==> config.mk <==
export PLATFORM = sky130hd
export DESIGN_NAME = seg_scan_mux
export DESIGN_NICKNAME = d
export VERILOG_FILES = /design/src/rtl/seg_scan_mux.sv
export SDC_FILE = /design/constraint.sdc
export NUM_CORES = 1
export LEC_CHECK = 0
export CORE_ASPECT_RATIO = 1.75
export CORE_MARGIN = 2
export CORE_UTILIZATION = 60
export CTS_BUF_LIST = sky130_fd_sc_hd__clkbuf_16
export DETAILED_ROUTE_END_ITERATION = 10
export PLACE_DENSITY = 0.87
export SYNTH_ARGS = -nofsm -noshare
export SYNTH_HDL_FRONTEND = slang
export SYNTH_SLANG_ARGS = --single-unit
==> constraint.sdc <==
create_clock -name clk -period 5.9 [get_ports clk]
set_input_delay 0.885 -clock clk [delete_from_list [all_inputs] [get_ports clk]]
set_output_delay 0.885 -clock clk [all_outputs]
set_load 0.02 [all_outputs]
==> src/rtl/seg_scan_mux.sv <==
// Multiplexed digit scanner feeding dec7seg: steps through the digits of a latched value once per slot.
// Optional build macro LEADING_ZERO_BLANK_EN blanks the digits above the most significant nonzero nibble.
module seg_scan_mux #(
  parameter int NUM_DIGITS = 4,
  parameter int CLK_DIV    = 50000,
  parameter bit ACTIVE_LOW = 1'b1
) (
  input  logic                      clk,
  input  logic                      rst_n,
  input  logic [4*NUM_DIGITS-1:0]   value,
  input  logic [NUM_DIGITS-1:0]     dp_mask,
  input  logic                      load,
  output logic [3:0]                dig,
  output logic [NUM_DIGITS-1:0]     an,
  output logic                      dp,
  output logic                      frame_done
);

  localparam int PW = (CLK_DIV > 1) ? $clog2(CLK_DIV) : 1;
  localparam int IW = (NUM_DIGITS > 1) ? $clog2(NUM_DIGITS) : 1;
  localparam logic [PW-1:0] PRESC_LAST = PW'(CLK_DIV - 1);
  localparam logic [IW-1:0] IDX_LAST   = IW'(NUM_DIGITS - 1);
  localparam logic [NUM_DIGITS-1:0] AN_POL = {NUM_DIGITS{ACTIVE_LOW}};

  logic [PW-1:0]           r_presc;
  logic [IW-1:0]           r_idx;
  logic [4*NUM_DIGITS-1:0] r_shadow_val;
  logic [NUM_DIGITS-1:0]   r_shadow_dp;
  logic [4*NUM_DIGITS-1:0] r_pend_val;
  logic [NUM_DIGITS-1:0]   r_pend_dp;
  logic                    r_pend_valid;
  logic [3:0]              r_dig;
  logic [NUM_DIGITS-1:0]   r_an;
  logic                    r_dp;
  logic                    r_frame_done;

  logic                    w_tick;
  logic                    w_wrap;
  logic [IW-1:0]           w_idx_nxt;
  logic [4*NUM_DIGITS-1:0] w_shadow_val_nxt;
  logic [NUM_DIGITS-1:0]   w_shadow_dp_nxt;
  logic [3:0]              w_nib;
  logic                    w_dp_bit;
  logic [NUM_DIGITS-1:0]   w_onehot;
  logic                    w_lit;

  assign w_tick    = (r_presc == PRESC_LAST);
  assign w_wrap    = w_tick && (r_idx == IDX_LAST);
  assign w_idx_nxt = (r_idx == IDX_LAST) ? {IW{1'b0}} : r_idx + IW'(1);

  // Next shadow: a load on the wrap edge bypasses pending so it is shown immediately.
  always_comb begin
    w_shadow_val_nxt = r_shadow_val;
    w_shadow_dp_nxt  = r_shadow_dp;
    if (w_wrap) begin
      if (load) begin
        w_shadow_val_nxt = value;
        w_shadow_dp_nxt  = dp_mask;
      end else if (r_pend_valid) begin
        w_shadow_val_nxt = r_pend_val;
        w_shadow_dp_nxt  = r_pend_dp;
      end else begin
        w_shadow_val_nxt = r_shadow_val;
        w_shadow_dp_nxt  = r_shadow_dp;
      end
    end else begin
      w_shadow_val_nxt = r_shadow_val;
      w_shadow_dp_nxt  = r_shadow_dp;
    end
  end

  // Select the nibble, decimal point and anode for the slot about to be shown.
  always_comb begin
    w_nib    = 4'h0;
    w_dp_bit = 1'b0;
    w_onehot = {NUM_DIGITS{1'b0}};
    for (int k = 0; k < NUM_DIGITS; k++) begin
      w_onehot[k] = (IW'(k) == w_idx_nxt);
      w_nib       = w_nib | (w_onehot[k] ? w_shadow_val_nxt[4*k +: 4] : 4'h0);
      w_dp_bit    = w_dp_bit | (w_onehot[k] & w_shadow_dp_nxt[k]);
    end
  end

`ifdef LEADING_ZERO_BLANK_EN
  logic [IW-1:0] w_msd;

  // Most significant nonzero digit; digit 0 is the floor so a zero value still lights one digit.
  always_comb begin
    w_msd = {IW{1'b0}};
    for (int k = 1; k < NUM_DIGITS; k++) begin
      w_msd = (w_shadow_val_nxt[4*k +: 4] != 4'h0) ? IW'(k) : w_msd;
    end
    w_lit = (w_idx_nxt <= w_msd);
  end
`else
  assign w_lit = 1'b1;
`endif

  // Refresh prescaler.
  always_ff @(posedge clk or negedge rst_n) begin
    if (!rst_n)      r_presc <= {PW{1'b0}};
    else if (w_tick) r_presc <= {PW{1'b0}};
    else             r_presc <= r_presc + PW'(1);
  end

  // Slot index and displayed shadow copy; the shadow only moves at a frame boundary.
  always_ff @(posedge clk or negedge rst_n) begin
    if (!rst_n) begin
      r_idx        <= IDX_LAST;
      r_shadow_val <= {4*NUM_DIGITS{1'b0}};
      r_shadow_dp  <= {NUM_DIGITS{1'b0}};
    end else begin
      if (w_tick) r_idx <= w_idx_nxt;
      r_shadow_val <= w_shadow_val_nxt;
      r_shadow_dp  <= w_shadow_dp_nxt;
    end
  end

  // Pending buffer: last load in a frame wins; cleared whenever a wrap consumes or bypasses it.
  always_ff @(posedge clk or negedge rst_n) begin
    if (!rst_n) begin
      r_pend_val   <= {4*NUM_DIGITS{1'b0}};
      r_pend_dp    <= {NUM_DIGITS{1'b0}};
      r_pend_valid <= 1'b0;
    end else if (load && !w_wrap) begin
      r_pend_val   <= value;
      r_pend_dp    <= dp_mask;
      r_pend_valid <= 1'b1;
    end else if (w_wrap) begin
      r_pend_valid <= 1'b0;
    end
  end

  // Registered display outputs, refreshed on each tick edge.
  always_ff @(posedge clk or negedge rst_n) begin
    if (!rst_n) begin
      r_dig        <= 4'h0;
      r_an         <= AN_POL;
      r_dp         <= ACTIVE_LOW;
      r_frame_done <= 1'b0;
    end else begin
      r_frame_done <= w_wrap;
      if (w_tick) begin
        r_dig <= w_nib;
        r_an  <= (w_lit ? w_onehot : {NUM_DIGITS{1'b0}}) ^ AN_POL;
        r_dp  <= (w_lit & w_dp_bit) ^ ACTIVE_LOW;
      end
    end
  end

  assign dig        = r_dig;
  assign an         = r_an;
  assign dp         = r_dp;
  assign frame_done = r_frame_done;

endmodule

After elaboration in Yosys (flattened, before gate mapping)
Cells that the tools add are included.
- bits in registers: 69
- multiplexer cells: 14
- bitwise gates (word level): 12
- reductions and logical operators: 5
- $add $sub $neg: 2
- equal/unequal tests: 5
- operators with widths (kind ; number):
    2-to-1 mux 16 bit ; 4
    2-to-1 mux 4 bit ; 7
    adder 16 x 1 -> 16 bit (second input constant) ; 1
    equality test 16 bit (second input constant) ; 1
    bitwise OR 4 bit ; 3
    AND 1 bit ; 4
    equality test 2 bit (first input constant) ; 2
    NOT 4 bit ; 1
    bitwise OR 1 bit ; 3
    adder 2 x 1 -> 2 bit (second input constant) ; 1
    equality test 1 x 2 -> 1 bit (first input constant) ; 1
    equality test 2 bit (second input constant) ; 1
    logical AND 1 bit ; 2
    logical NOT 2 bit ; 1
    2-to-1 mux 1 bit ; 2
    2-to-1 mux 2 bit ; 1
    nonzero test 2 bit ; 1
    logical NOT 1 bit ; 1
    NOT 1 bit ; 1

Depth between registers and ports, before layout
Gate-level depths: netlist of the first run.
- depth in word-level cells: 8
- mapped depth: 8
- depth with buffers taken out: 7

Worst setup path before layout of the first run
OpenSTA, ideal clock, no wires.
- path type: reg2reg
- start point: register r_idx[0]
- end point: register r_pend_dp[0]
- arrival time: 2.261 ns
- library setup time: 0.127 ns
- slack: 3.511 ns
- required time: 5.773 ns
- stages on the path, launching flop included: 8
- cells stage by stage: dfstp_2 ha_1 nand4_1 or4_4 buf_6 nand2_2 buf_6 mux2_1
- word-level cells in the longest chain between the ends: 4
- ends and longest elaborated chain (what ; line ; RTL):
    start: declaration ; 26 ; logic [IW-1:0] r_idx;
    start signal: assignment ; 113 ; if (w_tick) r_idx <= w_idx_nxt;
    equality test 2 bit ; 48 ; assign w_wrap = w_tick && (r_idx == IDX_LAST);
    logical AND 1 bit ; 48 ;
    logical NOT 1 bit ; 125 ; end else if (load && !w_wrap) begin
    logical AND 1 bit ; 125 ;
    end signal: assignment ; 123 ; r_pend_dp <= {NUM_DIGITS{1'b0}};
    end signal: assignment ; 127 ; r_pend_dp <= dp_mask;
    end: declaration ; 30 ; logic [NUM_DIGITS-1:0] r_pend_dp;
No other way between the ends.
A chain may end at the register's enable or synchronous reset.

Worst setup path after layout of the first run
- start point: input load
- end point: register r_dig[2], in the netlist dig[2]
- RTL lines (what ; line ; RTL):
    start: declaration ; 12 ; input logic load,
    2-to-1 mux 16 bit ; 56 ; if (load) begin
    2-to-1 mux 16 bit ; 55 ; if (w_wrap) begin
    via w_shadow_val_nxt[14] ; 40 ; logic [4*NUM_DIGITS-1:0] w_shadow_val_nxt;
    2-to-1 mux 4 bit ; 79 ; w_nib = w_nib | (w_onehot[k] ? w_shadow_val_nxt[4*k +: 4] : 4'h0);
    bitwise OR 4 bit ; 79 ;
    end signal: assignment ; 144 ; r_dig <= w_nib;
    end: declaration ; 32 ; logic [3:0] r_dig;
The timed path passes the listed nets, and every way through them passes these cells.

==> results.md, run 1 <==
- Total negative slack: 0 ns
- Maximum fanout along the worst path: 17
- Slew @ Worst Pin: approximately 0.82 ns
- Synthesized instance count: between 200 and 300
- PwrDens: 281.9 nW/µm²
- Register area share after synthesis: 0.5517
- Leakage: between 1.5 and 2 nW
- Synth top cells by count: 62 x dfrtp_1, 23 x a21oi_1, 22 x nand2_1
- Core area: around 5000 µm²
- Most frequent CP cell: a21oi_1
- Reg2Reg Setup Slack: 3.03 ns
- Fmax: 0.3405 GHz
- Syn avg cell area: ~11 µm²
- Final Core Density: 0.7495
- Total Nets Final: 337
- Share of layout cells above drive strength 1: 0.1115
- CP arrival: around 3.1 ns
- Number of global-route vias before repair: 2380
- Root buffer cell: clkbuf_16
- Tcrit/Tclk final: 0.4978
- Post-route DRC: 6
- Fin Clk Skew: 0.006768 ns
- H-tree Lvls: 3
- IO Port Bufs: 32
- WS Path Type: primary input to flop
- Pins Over Slew Limit: 0
- Largest net degree at the start of global routing: 70
- WP buf/inv: 2
- Hold Path Class: flop to flop
- Final Hold Viols: 0
- Post-CTS Setup Inserts: 0
- DIE HEIGHT: 99.79 µm
- Top_reg_cell synth: dfrtp_1
- Gr ovfl total: 0
- Drt initial violations: 135
- Failing checks: DRC
- Max Cap Viol: 0
- GRT Util Overall: 0.2540
- Count leader, synth: dfrtp_1
- Post-synth EDFFs: 0
- Crit start category: primary input
- First-pass GRT wire length: 11250 µm
- Die area: slightly below 6000 µm²
- Crit-path cells: clkdlybuf4s50_1 -> inv_1 -> nand2_1 -> o22ai_1 -> a21oi_1 -> a221oi_1 -> a21oi_1
- Skew-Pair Late Insertion Delay: 0.33 ns
- Routed wire length: a little under 7000 µm
- DP Wirelength: between 4000 and 5000 µm
- CTS Buf Count: 9
- Area Overhead vs Synth: 19.61%
- Post-route ant nets: 0
- Initial Util: 0.6266
- Post-synth top area share: 0.4932
- Final setup viols: 0
- Multi-input gate area: 1330 µm²
- Count of cell types in the netlist: 48
- Via density: 6.247
- Status: complete, but fails checks
- RePlAce Congestion: 0.9522
- Layout fillers: approximately 340
- Post-cts gate resize count: 0
- Max VDD drop: 0.2896 mV
- WL/cell: 18.42 µm
- CP max-delay cell: clkdlybuf4s50_1
- Worst endpoint required time: approximately 6.1 ns
- Top Family by Delay on Critical Path: buffers and inverters
- Synth area leader: dfrtp_1
- Die X: roughly 60 µm
- Slew headroom: 0.4503
- ANT cells: 0
- Yosys warning total: 0
- Clk slew on worst S/H paths: ~0.050 ns
- CTS tree: done
- DRT Pass-1 Iters: 8
- Via Count: 2299
- Clock Sinks: 69
- Synth Register Bits: 69
- Initial antenna violation count: 0
- Unrepaired setup endpoints after global routing: no
- Num rows: 34
- Post-layout minimum cycle time: 2.937 ns
- Cell Area, Synth: 3146 µm²
- CP max stage delay: 0.70 ns
- Register Area: 1735 µm²
- Io pins: 33
- Top cells by area, synth: dfrtp_1 49%, mux2_1 7.2%, dfstp_2 5.8%
- Syn nets: a little over 300
- CTS Buffer Depth: 2
- CP endpoint kind: flop
- Async S/R FF share, synth: 1.000
- Hold Buf Count CTS: 0
==> worst min-delay path, stage by stage (launching register included) <==
cell and delay (ns):
dfstp_2 0.36, nand2_1 0.04, o21ai_0 0.07
==> kinds of logic (layout without fill, tap and decap cells) <==
| group | after synthesis | after routing | synth area share |
|---|---|---|---|
| compound gates | 67 | 67 | 0.1356 |
| xor+xnor | 12 | 12 | 0.03342 |
| fa+ha+maj | 5 | 5 | 0.01989 |
| buf+inv | 14 | 54 | 0.02744 |
| mux | 23 | 23 | 0.08115 |
| simple gates | 84 | 84 | 0.1508 |
| flops | 69 | 69 | 0.5517 |
==> area by class of cell <==
class | count | share of cell area
flip-flops and latches | 69 | 0.4613
multi-input cells | 191 | 0.3535
repair buffers | 34 | 0.08780
clock buffers | 9 | 0.05986
well taps | 54 | 0.01796
clock inverters | 7 | 0.01563
inverters | 4 | 0.003991
==> flip-flops by register name, indices dropped and copies added, names as in the netlist <==
register	flops
an	4
r_pend_valid	1
r_idx	2
dig	4
dp	1
r_presc	16
frame_done	1
r_pend_dp	4
r_shadow_dp	4
r_pend_val	16
r_shadow_val	16
==> layer usage <==
| layer | GRT usage | vias up | wire [µm] |
|---|---|---|---|
| met2 | 0.4256 | 68 | 3694 |
| met4 | 0.1241 | 0 | 247 |
| met5 | 0 | - | 0 |
| li1 | - | 1066 | - |
| met1 | 0.3050 | 1147 | 2584 |
| met3 | 0.05026 | 18 | 254 |
==> through the flow <==
step	instances	setup slack [ns]	hold slack, ns	total power, mW	cell area [µm²]
3_5_place_dp	352	2.661	0.4709	0.5620	3478
2_1_floorplan	274	3.511	0.4484	0.5288	3146
4_1_cts	368	2.979	0.4876	1.066	3762
3_3_place_gp	352	2.750	0.4650	0.5591	3478
6_report	368	2.963	0.4833	1.061	3762
5_1_grt	368	2.773	0.5021	1.095	3762
==> worst paths after layout <==
path,startpoint,cells after the start,endpoint
setup reg to reg,r_idx[0],5,r_pend_val[12]
min in group asynchronous,rst_n,2,r_pend_val[1]
hold reg to reg,an[1],2,an[1]
max in group asynchronous,rst_n,2,r_shadow_dp[3]
hold / removal,an[1],2,an[1]
setup / recovery,load,7,dig[2]
==> power by group <==
part,leakage (nW),total (mW),internal (mW),switching [mW]
Sequential,0.843,0.498,0.489,0.00840
Clock,0.145,0.506,0.320,0.186
Combinational,0.624,0.0567,0.0280,0.0287
==> layout by cell type (no fill, tap or decap), types with 3 or more instances in the layout <==
| cell | n |
|---|---|
| dfrtp_1 | 62 |
| clkdlybuf4s50_1 | 31 |
| a21oi_1 | 23 |
| nand2_1 | 22 |
| mux2_1 | 20 |
| nor2_1 | 19 |
| nand3_1 | 14 |
| o21ai_0 | 10 |
| xor2_1 | 9 |
| clkbuf_16 | 9 |
| o22ai_1 | 8 |
| a22oi_1 | 8 |
| dfstp_2 | 7 |
| inv_1 | 6 |
| a32oi_1 | 6 |
| ha_1 | 5 |
| nand4_1 | 3 |
| xnor2_1 | 3 |
| mux2i_1 | 3 |
| and2_1 | 3 |
| o2bb2ai_1 | 3 |
| a221oi_1 | 3 |
Note: power is estimated with default switching activity, not from simulation.
==> run 2: changes to the inputs <==
- CORE_UTILIZATION: 60 -> 56
- PLACE_DENSITY: 0.87 -> 0.82
- clock period: 5.9 -> 3 ns (I/O delays scaled with it)
==> results.md, run 2 (synthesis gave the netlist of run 1 again) <==
- WL/cell: 17.46 µm (-5.2%)
- Area Overhead vs Synth: 23.67%
- Max Cap Viol: 0 (unchanged)
- Layout fillers: 416 (+22%)
- Commonest cells after routing, fill and taps aside: 62 x dfrtp_1, 31 x clkdlybuf4s50_1, 23 x a21oi_1
- Combinational share of power: 0.056 (+0.003)
- Initial antenna violation count: 0 (unchanged)
- Post-CTS Setup Inserts: 0 (unchanged)
- Post-route DRC: 0 (-6)
- Metal-1 WL: 2646 µm (+2.4%)
- Crit-path cells: or4b_1 -> or4_4 -> nand2_2 -> mux2_1
- Tcrit/Tclk final: 0.8422
- CP arrival: 2.74 ns (-0.40 ns)
- Top Family by Delay on Critical Path: simple AND/OR/NAND/NOR gates
- Via density: 5.940 (-4.9%)
- Final setup viols: 0 (unchanged)
- Max Used Layer: met4
- Pins Over Slew Limit: 0 (unchanged)
- CTS Buffer Depth: 2 (unchanged)
- Slew @ Worst Pin: 0.5159 ns (-0.3087 ns)
- Commonest non-fill, non-tap cell in the layout: dfrtp_1
- Num rows: 36 (+5.9%)
- Core area: 5495 µm² (+9.5%)
- ANT cells: 0 (unchanged)
- Switching power: 0.4480 mW (+100%)
- Post-layout minimum cycle time: 2.527 ns
- DP Wirelength: 5049 µm (+11%)
- WS Path Type: flop to flop
- Worst endpoint required time: 3.21 ns (-2.89 ns)
- Unrepaired setup endpoints after global routing: no
- Crit start category: flop
- Place WS: 0.5244 ns (-2.136 ns)
- Post-route ant nets: 0 (unchanged)
- CTS tree: done
- Status: finished, final reports clean
- Met2 WL: 3867 µm (+4.7%)
- RePlAce Congestion: 0.9516 (about the same)
- Gr ovfl total: 0 (unchanged)
- Internal Power: 1.651 mW (+97%)
- DIE HEIGHT: 103.1 µm (+3.4%)
- Cell Area, Placed: 3596 µm² (+3.4%)
- Drt initial violations: 167 (+24%)
- WL met3: 241 µm (-5.1%)
- Initial Util: 0.5724 (-0.05422)
- Maximum fanout along the worst path: 20 (+3)
- PwrDens: 539.5 nW/µm² (+91%)
- Fmax: 0.3958 GHz
- Clock power frac: 0.478 (about the same)
- Pwr Total: 2.099 mW (+98%)
- Total negative slack: 0 ns (unchanged)
- Final setup margin: 0.4733 ns (-2.490 ns)
- Leakage: 1.671 nW (+3.6%)
- DRT Pass-1 Iters: 4 (-4)
- Final Hold Viols: 0 (unchanged)
- WP buf/inv: 0 (-2)
- Biggest regs: r_pend_val: 16 flops, r_presc: 16 flops, r_shadow_val: 16 flops
- Slew headroom: 0.6548 (+0.2046)
- Number of global-route vias before repair: 2435 (+2.3%)
- Fin area: 3890 µm² (+3.4%)
- Largest net degree at the start of global routing: 32 (-54%)
- Die X: 60.66 µm (+3.3%)
- Sw Ratio: 0.2135 (+0.003119)
- Hold slack: 0.4741 ns (-0.009248 ns)
- CTS Buf Count: 9 (unchanged)
- Routed wire length: 7036 µm (+3.8%)
- Clock Sinks: 69 (unchanged)
- Max VDD drop: 0.3693 mV (+28%)
- Sequential share of power: 0.466 (-0.003)
- H-tree Lvls: 3 (unchanged)
- Fin Clk Skew: 0.005465 ns (-0.001303 ns)
- IO Port Bufs: 32 (unchanged)
- First-pass GRT wire length: 11540 µm (+2.6%)
- CP endpoint kind: flop
- Io pins: 33 (unchanged)
- Clk slew on worst S/H paths: 0.06 ns (about the same)
- GRT Util Overall: 0.2572 (+0.003172)
- Total Nets Final: 350 (+3.9%)
- Root buffer cell: clkbuf_16
- CP max-delay cell: or4b_1
- CP max stage delay: 0.58 ns (-0.12 ns)
- Die area: 6256 µm² (+6.7%)
- Via Count: 2394 (+4.1%)
- Skew-Pair Late Insertion Delay: 0.33 ns (about the same)
- Share of layout cells above drive strength 1: 0.1437 (+0.03227)
- Hold Path Class: flop to flop
==> run 2: cell count changes in the layout (fill, tap and decap cells not counted) <==
| cell | previous run | this run |
|---|---|---|
| dlygate4sd3_1 | 0 | 1 |
| buf_4 | 2 | 14 |
| clkinv_1 | 1 | 2 |
| inv_1 | 6 | 5 |
==> run 2: power by group through the flow <==
stage          Sequential [mW]  Clock [mW]  Combinational [mW]
2_1_floorplan            0.987           0              0.0525
3_5_place_dp             0.993           0               0.116
3_3_place_gp             0.991           0               0.113
4_1_cts                  0.978        1.02               0.118
5_1_grt                  0.980        1.05               0.129
6_report                 0.978        1.00               0.117
==> run 2: timing repair <==
action | in CTS | in global routing
setup endpoints to repair | 0 | 0
hold buffers | 1 | 0
endpoints found under the hold margin | 9 | 0
gates resized for setup | 0 | 0
==> run 2: per-layer routing <==
layer	track usage	vias to the layer above
li1	-	1106
met1	0.2901	1208
met2	0.4400	62
met3	0.06148	18
met4	0.1304	0
met5	0	-
==> run 2: area by class of cell <==
| type | count | area [µm²] | share of cell area |
|---|---|---|---|
| Clock buffer | 9 | 225.2 | 0.05790 |
| Clock inverter | 7 | 58.81 | 0.01512 |
| Inverter | 4 | 15.01 | 0.003860 |
| Multi-Input combinational cell | 191 | 1330 | 0.3419 |
| Sequential cell | 69 | 1735 | 0.4461 |
| Tap cell | 76 | 95.09 | 0.02445 |
| Timing Repair Buffer | 47 | 430.4 | 0.1106 |
==> run 2: final timing paths <==
kind | startpoint | slack, ns | endpoint | cells after the start
max | r_presc[7] | 0.47 | r_pend_val[14] | 4
min | dp | 0.47 | dp | 2
max reg2reg | r_presc[7] | 0.47 | r_pend_val[14] | 4
min reg2reg | dp | 0.47 | dp | 2
max in group asynchronous | rst_n | 1.77 | an[0] | 3
min in group asynchronous | rst_n | 0.52 | r_pend_val[5] | 2
==> run 2: per-stage QoR <==
| stage | std cells | util |
|---|---|---|
| CTS | 403 | 0.7079 |
| finish | 403 | 0.7079 |
| global placement | 386 | 0.6544 |
| floorplan | 274 | - |
| detailed placement | 386 | 0.6544 |
| global route | 403 | 0.7079 |
==> run 2: worst reg2reg max path, stage by stage, from the launching register on <==
cell	delay, ns
dfrtp_1	0.42
or4b_1	0.58
or4_4	0.58
nand2_2	0.43
mux2_1	0.39
==> run 3: changes to the inputs <==
- clock period: 3 -> 2.4 ns (I/O delays scaled with it)
==> results.md, run 3 (synthesis gave the netlist of run 1 again) <==
- ANT cells: 0 (unchanged)
- Routed wire length: 7302 µm (+3.8%)
- First-pass GRT wire length: 11710 µm (+1.5%)
- Largest net degree at the start of global routing: 40 (+25%)
- Cell Area, Placed: 3631 µm² (+0.97%)
- Via density: 5.865 (-1.3%)
- CTS Buf Count: 9 (unchanged)
- Crit-path cells: or4b_1 -> or4_4 -> nand2_2 -> buf_4 -> mux2_1
- Final setup viols: 0 (unchanged)
- H-tree Lvls: 3 (unchanged)
- Cell total after placement: 389 (+0.78%)
- DIE HEIGHT: 103.1 µm (unchanged)
- PwrDens: 640.6 nW/µm² (+19%)
- CTS Buffer Depth: 2 (unchanged)
- Max VDD drop: 0.5174 mV (+40%)
- Fmax: 0.4356 GHz (+10%)
- IO Port Bufs: 32 (unchanged)
- Biggest regs: r_pend_val: 16 flops, r_presc: 16 flops, r_shadow_val: 16 flops
- Post-route ant nets: 0 (unchanged)
- Total Nets Final: 353 (+0.86%)
- CTS tree: done
- Commonest cells after routing, fill and taps aside: 62 x dfrtp_1, 31 x clkdlybuf4s50_1, 23 x a21oi_1
- WP buf/inv: 1 (+1)
- Final Core Density: 0.7111 (+0.003188)
- Layout fillers: 412 (-0.96%)
- Status: finished, final reports clean
- Final setup margin: 0.1045 ns (-0.3688 ns)
- Clock Sinks: 69 (unchanged)
- Die area: 6256 µm² (unchanged)
- Number of global-route vias before repair: 2447 (+0.49%)
- Max Cap Viol: 0 (unchanged)
- Hold slack: 0.08356 ns (-0.3905 ns)
- Share of layout cells above drive strength 1: 0.1515 (+0.007784)
- Post-layout minimum cycle time: 2.296 ns (-0.2312 ns)
- R2r endpoint: r_pend_dp[3]
- Commonest non-fill, non-tap cell in the layout: dfrtp_1
- Fin area: 3908 µm² (+0.45%)
- Worst r2r src: r_presc[7]
- Pins Over Slew Limit: 0 (unchanged)
- CP max stage delay: 0.57 ns (about the same)
- CP endpoint kind: flop
- Via Count: 2381 (-0.54%)
- Drt initial violations: 79 (-53%)
- Slew headroom: 0.5286 (-0.1262)
- WS Path Type: flop to flop
- DP Wirelength: 5154 µm (+2.1%)
- Initial Util: 0.5724 (unchanged)
- Tcrit/Tclk final: 0.9565 (+0.1142)
- Worst endpoint required time: 2.61 ns (-0.60 ns)
- Reg2Reg Setup Slack: 0.10 ns (-0.37 ns)
- Slew @ Worst Pin: 0.7071 ns (+0.1911 ns)
- Fin Clk Skew: 0.007935 ns (+0.002470 ns)
- Gr ovfl total: 0 (unchanged)
- DRT Pass-1 Iters: 4 (unchanged)
- Clk slew on worst S/H paths: 0.05 ns (about the same)
- GRT Util Overall: 0.2604 (+0.003267)
- Skew-Pair Late Insertion Delay: 0.33 ns (about the same)
- Hold Path Class: primary input to asynchronous set/reset pin
- Die X: 60.66 µm (unchanged)
- Num rows: 36 (unchanged)
- Final Non-Filler Cells: 406 (+0.74%)
- Final Hold Viols: 0 (unchanged)
- Post-route DRC: 0 (unchanged)
- Core area: 5495 µm² (unchanged)
- Initial antenna violation count: 0 (unchanged)
- Unrepaired setup endpoints after global routing: yes
- Pwr Total: 2.503 mW (+19%)
- Top Family by Delay on Critical Path: simple AND/OR/NAND/NOR gates
- CP max-delay cell: or4_4
- Place WS: 0.07336 ns (-0.4511 ns)
- Maximum fanout along the worst path: 11 (-45%)
- Total negative slack: 0 ns (unchanged)
- Crit start category: flop
- CP arrival: 2.50 ns (-0.24 ns)
- Root buffer cell: clkbuf_16
- Io pins: 33 (unchanged)
- Area Overhead vs Synth: 24.22%
- Leakage: 1.708 nW (+2.2%)
- RePlAce Congestion: 0.9139 (-4.0%)
- Register-to-Register Path Depth: 5 (+1)
- WL/cell: 17.99 µm (+3.0%)
[run 3: power breakdown]
group / switching (mW) / internal [mW]
registers: 0.0203 / 1.20
logic: 0.0737 / 0.0764
clock network: 0.455 / 0.675
total: 0.549 / 1.95
[run 3: routing by layer]
metal | global-route usage | part of all wire | vias up
li1 | - | - | 1110
met1 | 0.2883 | 0.38 | 1200
met2 | 0.4417 | 0.56 | 54
met3 | 0.06148 | 0.031 | 17
met4 | 0.1522 | 0.033 | 0
met5 | 0 | 0 | -
[run 3: area by class of cell]
cell class                 count  area [µm²]  area share
tap                           76       95.09     0.02434
clock inverter                 7       28.78    0.007365
inverter                       4       15.01    0.003842
sequential                    69        1735      0.4441
multi-input combinational    191        1341      0.3433
clock buffer                   9       225.2     0.05764
timing repair buffer          50       466.7      0.1194
[run 3: worst max-delay path by stage]
stage	start	end	slack, ns	cells after the start
2_1_floorplan	r_idx[0]	r_pend_dp[0]	0.01	7
3_3_place_gp	r_presc[7]	dig[2]	0.11	7
3_5_place_dp	r_presc[5]	dig[3]	0.07	7
4_1_cts	r_presc[5]	dig[0]	0.04	8
5_1_grt	r_idx[0]	dig[3]	-0.03	9
6_report	r_presc[7]	r_pend_dp[3]	0.10	5
[run 3: what timing repair did]
| item | in CTS | in global routing |
|---|---|---|
| resized for setup | 0 | 3 |
| setup endpoints to repair | 0 | 6 |
| hold buffers | 0 | 0 |
| hold endpoints to repair | 0 | 0 |
| buffers inserted | 0 | 1 |
[run 3: worst reg2reg max path: cells and delay by family (launching register included)]
family / cells / cell delay [ns]
buf+inv: 1 / 0.20
flops: 1 / 0.41
mux: 1 / 0.35
simple gates: 3 / 1.22
